==> config.mk <==
export PLATFORM = sky130hd
export DESIGN_NAME = synapse_current
export DESIGN_NICKNAME = d
export VERILOG_FILES = /design/src/rtl/synapse_current.sv
export SDC_FILE = /design/constraint.sdc
export NUM_CORES = 1
export LEC_CHECK = 0
export CORE_MARGIN = 2
export CORE_UTILIZATION = 46
export DETAILED_ROUTE_END_ITERATION = 6
export DONT_BUFFER_PORTS = 1
export HOLD_SLACK_MARGIN = 0.12
export PLACE_DENSITY = 0.72
export SLEW_MARGIN = 25
export SYNTH_ARGS = -nofsm -noshare
export SYNTH_HDL_FRONTEND = slang
export SYNTH_SLANG_ARGS = --single-unit
==> constraint.sdc <==
create_clock -name clk -period 4.8 [get_ports clk]
set_clock_uncertainty 0.2 [all_clocks]
set_input_delay 0.48 -clock clk [delete_from_list [all_inputs] [get_ports clk]]
set_output_delay 0.48 -clock clk [all_outputs]
set_load 0.01 [all_outputs]
==> src/rtl/synapse_current.sv <==
`default_nettype none
// ============================================================================
//  Module      : synapse_current
//  Description : Single-synapse current generator feeding the dendrite adder.
//                Each spike addressed to this synapse adds the programmed
//                weight to an unsigned current. Between spikes the current
//                decays by current>>DECAY_SHIFT every DECAY_PERIOD cycles,
//                with a minimum step of 1 so that it always reaches zero.
//  Optional    : SYNAPSE_STD_EN enables short-term depression through an
//                efficacy register that scales the weight.
//  Ports       : clk            - clock, rising edge
//                reset          - synchronous, active-low reset
//                spike_valid    - spike event present this cycle
//                spike_addr     - target address of the spike event
//                cfg_valid      - config write request
//                cfg_ready      - config write accepted when valid & ready
//                cfg_weight     - unsigned weight to program
//                cfg_enable     - synapse enable to program
//                output_current - registered synaptic current to dendrite
//                active         - output_current != 0
//                sat_flag       - sticky addition-saturation flag
//  Revision    : 1.0 - initial release
// ============================================================================
module synapse_current #(
  parameter int WIDTH        = 16,
  parameter int ADDR_WIDTH   = 6,
  parameter int MY_ADDR      = 0,
  parameter int DECAY_SHIFT  = 3,
  parameter int DECAY_PERIOD = 4
) (
  input  logic                  clk,
  input  logic                  reset,
  input  logic                  spike_valid,
  input  logic [ADDR_WIDTH-1:0] spike_addr,
  input  logic                  cfg_valid,
  output logic                  cfg_ready,
  input  logic [WIDTH-1:0]      cfg_weight,
  input  logic                  cfg_enable,
  output logic [WIDTH-1:0]      output_current,
  output logic                  active,
  output logic                  sat_flag
);

  localparam int                CNT_W    = (DECAY_PERIOD > 1) ? $clog2(DECAY_PERIOD) : 1;
  localparam logic [CNT_W-1:0]  CNT_LAST = CNT_W'(DECAY_PERIOD - 1);
  localparam logic [WIDTH-1:0]  ALL_ONES = '1;

  typedef enum logic [1:0] {
    ST_IDLE  = 2'd0,
    ST_DECAY = 2'd1,
    ST_CFG   = 2'd2
  } state_e;

  state_e             state_q, state_d;
  logic [WIDTH-1:0]   current_q, current_d;
  logic [WIDTH-1:0]   weight_q, weight_d;
  logic               enable_q, enable_d;
  logic               sat_q, sat_d;
  logic               cfg_ready_q, cfg_ready_d;
  logic [CNT_W-1:0]   cnt_q, cnt_d;

  logic               cfg_accept;
  logic               spike_hit;
  logic               counting;
  logic               tick;
  logic [WIDTH-1:0]   decay_step;
  logic [WIDTH-1:0]   c1;
  logic [WIDTH:0]     sum;
  logic [WIDTH-1:0]   eff_weight;

`ifdef SYNAPSE_STD_EN
  logic [WIDTH-1:0]   efficacy_q, efficacy_d;
  logic [CNT_W-1:0]   rec_cnt_q, rec_cnt_d;
  logic [2*WIDTH-1:0] product;
  logic               rec_tick;

  // Efficacy recovers on its own free-running counter so it also heals in IDLE.
  always_comb begin
    product    = {{WIDTH{1'b0}}, weight_q} * {{WIDTH{1'b0}}, efficacy_q};
    eff_weight = product[2*WIDTH-1:WIDTH];
    rec_tick   = (rec_cnt_q == CNT_LAST);
    rec_cnt_d  = rec_tick ? '0 : rec_cnt_q + CNT_W'(1);
    efficacy_d = efficacy_q;
    if (spike_hit) begin
      efficacy_d = efficacy_q - (efficacy_q >> 2);
    end
    if (rec_tick && (efficacy_d != ALL_ONES)) begin
      efficacy_d = efficacy_d + WIDTH'(1);
    end
    if (cfg_accept) begin
      efficacy_d = ALL_ONES;
    end
  end

  always_ff @(posedge clk) begin
    if (!reset) begin
      efficacy_q <= ALL_ONES;
      rec_cnt_q  <= '0;
    end else begin
      efficacy_q <= efficacy_d;
      rec_cnt_q  <= rec_cnt_d;
    end
  end
`else
  assign eff_weight = weight_q;
`endif

  always_comb begin
    cfg_accept = cfg_valid & cfg_ready_q;
    spike_hit  = spike_valid & (spike_addr == ADDR_WIDTH'(MY_ADDR)) & enable_q;

    // Counter only runs while a nonzero current is present; IDLE holds it at 0
    // so a fresh spike always starts a full period before the first decay.
    counting = (state_q != ST_IDLE) && (current_q != '0);
    tick     = counting && (cnt_q == CNT_LAST);
    cnt_d    = counting ? (tick ? '0 : cnt_q + CNT_W'(1)) : '0;

    decay_step = current_q >> DECAY_SHIFT;
    if ((decay_step == '0) && (current_q != '0)) begin
      decay_step = WIDTH'(1);
    end

    // Decay first, then add, through a single adder with carry detection.
    c1        = tick ? (current_q - decay_step) : current_q;
    sum       = {1'b0, c1} + (spike_hit ? {1'b0, eff_weight} : {(WIDTH+1){1'b0}});
    current_d = sum[WIDTH] ? ALL_ONES : sum[WIDTH-1:0];

    // A spike in the write cycle already used the old weight above.
    weight_d = cfg_accept ? cfg_weight : weight_q;
    enable_d = cfg_accept ? cfg_enable : enable_q;

    sat_d = sat_q;
    if (cfg_accept) begin
      sat_d = 1'b0;
    end
    if (sum[WIDTH]) begin
      sat_d = 1'b1;
    end

    if (cfg_accept) begin
      state_d = ST_CFG;
    end else if (current_d != '0) begin
      state_d = ST_DECAY;
    end else begin
      state_d = ST_IDLE;
    end

    cfg_ready_d = !cfg_accept;
  end

  always_ff @(posedge clk) begin
    if (!reset) begin
      state_q     <= ST_IDLE;
      current_q   <= '0;
      weight_q    <= '0;
      enable_q    <= 1'b0;
      sat_q       <= 1'b0;
      cfg_ready_q <= 1'b0;
      cnt_q       <= '0;
    end else begin
      state_q     <= state_d;
      current_q   <= current_d;
      weight_q    <= weight_d;
      enable_q    <= enable_d;
      sat_q       <= sat_d;
      cfg_ready_q <= cfg_ready_d;
      cnt_q       <= cnt_d;
    end
  end

  assign output_current = current_q;
  assign active         = (current_q != '0);
  assign sat_flag       = sat_q;
  assign cfg_ready      = cfg_ready_q;

endmodule
`default_nettype wire
======== Word level (Yosys, flattened, before mapping) ========
Index checks and enable logic that the tools add are counted.
storage, ports and cells
  word-level logic and storage cells ...... 37
  register bits ........................... 39
  bits of input ports ..................... 27
  output and inout bits ................... 19
operators by class
  $add $sub $neg .......................... 3
  muxes and demuxes ....................... 8
  equality and inequality tests ........... 1
  reduce and logical (&&, ||, !) cells .... 12
  bitwise operators ....................... 5
operators with widths
  kind                   number
  $mux W16               3
  $reduce_bool A16 Y1    2
  $add A16 B16 Y17       1
  $logic_not A16 Y1      1
  $sub A16 B13 Y16       1
  $mux W13               1
  $logic_not A6 Y1       1
  $reduce_bool A2 Y1     2
  $and A1 B1 Y1          3
  $logic_and A1 B1 Y1    3
  $mux W1                3
  $reduce_or A3 Y1       1
  $add A2 B1 Y2 const B  1
  $eq A2 B2 Y1 const B   1
  $mux W2                1
  $not A1 Y1             2
  $reduce_or A2 Y1       1
  $logic_not A1 Y1       1

======== Longest topological paths before layout ========
  word-level depth ........................ 10
  mapped depth ............................ 21
  mapped depth without buffers ............ 21

======== Least setup slack after synthesis ========
OpenSTA, ideal clock, no wires.
  path kind ............................... reg2reg
  start ................................... reg current_q[4] (netlist: output_current[4])
  end ..................................... reg state_q[0]
  path buffers ............................ 0
  stages on the path, launching flop included .. 22
  library setup time ...................... 0.125 ns
  data arrival time ....................... 4.614 ns
  period minus slack after synthesis ...... 4.940 ns
  path slack .............................. -0.140 ns
  data required time ...................... 4.475 ns
  path through ............................ dfxtp_1 nor4_1 nand4_1 o21bai_1 ha_1 inv_1 fa_1 a21o_1 a22oi_2 a21oi_1 a211o_1 a21o_1 a2111oi_4 xnor2_1 ha_1 and3_1 and2_1 a21boi_2 o21ai_2 or4_4 nor4_2 a31oi_1
on the way
  longest elaborated chain between the ends .. 9
  elaborated cells on any way between the ends .. 12
  those cells by class .................... add/sub (2); mux (4); reduce/logical (6)
RTL lines
  item                                                      RTL line  text
  start: declaration                                        55        logic [WIDTH-1:0] current_q, current_d;
  start signal: assignment                                  162       current_q <= current_d;
  $logic_not A16 Y1 or $reduce_bool A16 Y1 (tied branches)  119, 114
  $logic_and A1 B1 Y1                                       119       if ((decay_step == '0) && (current_q != '0)) begin
  $mux W13                                                  119
  $sub A16 B13 Y16                                          124       c1 = tick ? (current_q - decay_step) : current_q;
  $mux W16 *                                                124
  $add A16 B16 Y17 *                                        125       sum = {1'b0, c1} + (spike_hit ? {1'b0, eff_weight} : {(WIDTH+1){1'b0}});
  $mux W16 *                                                126       current_d = sum[WIDTH] ? ALL_ONES : sum[WIDTH-1:0];
  $reduce_bool A16 Y1 *                                     142       end else if (current_d != '0) begin
  $mux W1 *                                                 142
  end signal: assignment                                    161       state_q <= state_d;
  end: declaration                                          54        state_e state_q, state_d;
Mark *: on every way between the ends. The rest lies on a longest branch, timed or not.
A chain may end at the register's enable or synchronous reset.

======== Worst setup path in the final report ========
  start ................................... reg current_q[3] (netlist: output_current[3])
  end ..................................... reg state_q[0]
Same word-level chain as after synthesis.

==> impl_metrics.yaml <==
sta:
  period_share_pct: 102
  timing.hold.ws_ns: 0.131
  relSlewSlack_pct: 57.1
  slew_viol_final: 0
  fmax_mhz: 203
  hold_viol_final: 0
  period_needed_ns: 4.92
  worst_pin_slew_ns: 0.643
  setup_viol: 2
  fin_ws_ns: -0.115
  grt_setup_unrepaired: "true"
drt:
  via_per_inst: 5.66
  wl_mm: 8.00
  dr.pass1.iters: 4
  vias: 2940
  wl_per_cell_um: 15.4
  drtIter0Drc: 102
  route.detailed.drc: 0
  drtAntennaViolNets: 0
global_route:
  grt_pass1_vias: 2809
  grt_max_degree: 21
  grt.total_usage_pct: 21.6
  overflow: 0
  grt_pass1_wl_mm: 13.0
  grt_antenna_before_repair: 0
floorplanning:
  start_util_pct: 46.8
  pin_count: 46
  die_area_um2: 7510
  fp.dieH_um: 86.6
  core_area_um2: 6720
  die_w_um: 86.6
  core.rowCount: 30
synth:
  yosys.area.top_type: "dfxtp_1"
  synthTopCellsByCount: "39 x dfxtp_1, 33 x ha_1, 26 x inv_1, 24 x nand2_1, 20 x o21ai_0"
  synthCells: 370
  avgSynthCellArea_um2: 8.49
  synth.most_common_cell: "dfxtp_1"
  synth_edf_count: 0
  yosys_warnings: 0
  ys_seq_elements: 39
  syn_nets: 432
  synthTopCellsByArea: "dfxtp_1 25%, ha_1 13%, a22o_1 5.0%"
  ys_seq_area_share_pct: 24.9
  yosysTopAreaCellShare_pct: 24.9
  netlist_area_um2: 3140
  async_flop_share_pct: 0
  ys_types: 57
  synth_ff_type: "dfxtp_1"
setup_path:
  critPathKind: "flop to flop"
  worst_path_dominant_cell_family: "compound AO/OA/AOI/OAI gates"
  critPathSlowestCell: "or4_4"
  cpPeakStageDelay_ns: 0.54
  reg2reg_depth: 21
  cp.required_ns: 4.78
  critPathCaptureType: "flop"
  setup.worst_path.start_class: "flop"
  path_depth: 21
  critPathArrivalTime_ns: 4.89
  crit_fanout: 5
  crit_buf_inv: 2
  crit_chain: "nor4_4 > nand4_1 > o21bai_1 > ha_2 > inv_2 > fa_2 > a21o_1 > a22oi_2 > a21oi_2 > a211o_1 > a21o_1 > a2111oi_4 > xnor2_1 > ha_1 > buf_6 > a31oi_4 > a21boi_2 > o21ai_2 > or4_4 > nor4_4 > a31oi_1"
clock_network:
  insertion_delay_ns: 0.30
  clkTransAtPathRegs_ns: 0.08
  clock_sinks: 39
  cts_tree: "yes"
  cts_root_buf: "clkbuf_8"
  cts-buffers-inserted: 5
  clk_path_buf_depth: 2
  ctsHtreeMaxLevel: 2
worst_hold_path:
  min_path_type: "input pin to flop"
  holdPathStages: 1
pwr:
  power.total_mw: 0.717
  power_leakage_nw: 1.85
  vdd_ir_drop_max_uv: 141
  powerDensity_nw_per_um2: 176
placed_design:
  gp_congestion: 0.892
  port_buffers: 0
  dp_hpwl_mm: 5.93
  placed_area_um2: 3490
  dp.cells: 476
final_layout:
  area_growth_pct: 29.3
  drive_gt1_share_pct: 24.6
  post-route-util_pct: 60.5
  fin_nets: 500
  fin_area_um2: 4060
  stdcell_count: 519
  antennaDiodeCount: 0
status:
  status: "finished, violations left"
  violations: "setup timing"
job:
  cap_violations: 0
## cell type report
type	count	area [um2]
clock buffers	5	68.8
clock inverters	3	43.8
fillers	580	2660
inverters	26	97.6
multi-input cells	291	2330
flip-flops and latches	39	785
well taps	80	100
repair buffers	75	639
## flip-flops by register name, indices dropped and copies added, names as in the netlist
name,flops
cfg_ready,1
cnt_q,2
eff_weight,16
enable_q,1
output_current,16
sat_flag,1
state_q,2
## power breakdown
part	leakage, nW	internal (mW)	switching (mW)	total (mW)
combinational	1.48	0.0567	0.0487	0.105
sequential	0.319	0.334	0.00567	0.340
clock	0.0581	0.155	0.117	0.272
total	1.85	0.546	0.171	0.717
## cells by family (layout without fill, tap and decap cells)
group / count (synthesis) / after routing / share of synthesized area [%]
AO/OA/AOI/OAI: 117 / 117 / 28.1
AND/OR/NAND/NOR: 115 / 115 / 20.7
buffers and inverters: 40 / 109 / 5.06
flip-flops: 39 / 39 / 24.9
adder cells (fa/ha/maj): 35 / 35 / 14.4
XOR/XNOR: 21 / 21 / 5.85
multiplexers: 3 / 3 / 1.04
## metal layers
metal	vias up	global-route usage [%]	routed length, um
met1	1368	29.4	3730
met2	66	35.7	3760
li1	1493	-	-
met4	0	5.40	143
met3	13	3.43	371
met5	-	0	0
## final timing paths
path                                   startpoint                end  slack (ns)
worst max-delay path            output_current[3]         state_q[0]       -0.12
worst min register to register           cnt_q[0]           cnt_q[0]        0.23
worst min-delay path                        reset  output_current[5]        0.13
worst max register to register  output_current[3]         state_q[0]       -0.12
## timing repair
item / 4_1_cts / 5_1_grt
hold buffers: 20 / 0
gates resized for setup: 3 / 34
endpoints found under the setup margin: 1 / 18
endpoints found under the hold margin: 30 / 0
pin swaps: 5 / 20
cloned: 0 / 1
buffers inserted: 1 / 13
## layout by cell type, fill, tap and decap left out, types with 4 or more instances in the layout
| cell type | instances |
|---|---|
| nor3_1 | 10 |
| and3_1 | 6 |
| o21ai_1 | 4 |
| xor2_1 | 8 |
| o21a_1 | 14 |
| nand4_1 | 4 |
| dlygate4sd3_1 | 20 |
| nand3_1 | 9 |
| a21oi_1 | 14 |
| nand2_1 | 24 |
| a211oi_1 | 4 |
| o21ai_0 | 18 |
| nor2_1 | 9 |
| buf_6 | 7 |
| clkbuf_8 | 5 |
| ha_1 | 30 |
| a22o_1 | 18 |
| buf_4 | 48 |
| dfxtp_1 | 36 |
| a21o_1 | 8 |
| inv_1 | 24 |
| or3_1 | 8 |
| xnor2_1 | 13 |
| and2_1 | 17 |
## through the flow
| step | TNS (ns) | worst slack, ns |
|---|---|---|
| 6_report | -0.122 | -0.115 |
| 5_1_grt | -2.06 | -0.318 |
| 4_1_cts | -0.192 | -0.192 |
| 3_5_place_dp | -0.176 | -0.176 |
| 3_3_place_gp | 0 | 0.00855 |
| 2_1_floorplan | -0.0305 | -0.0305 |
Note: power is estimated with default switching activity, not from simulation.
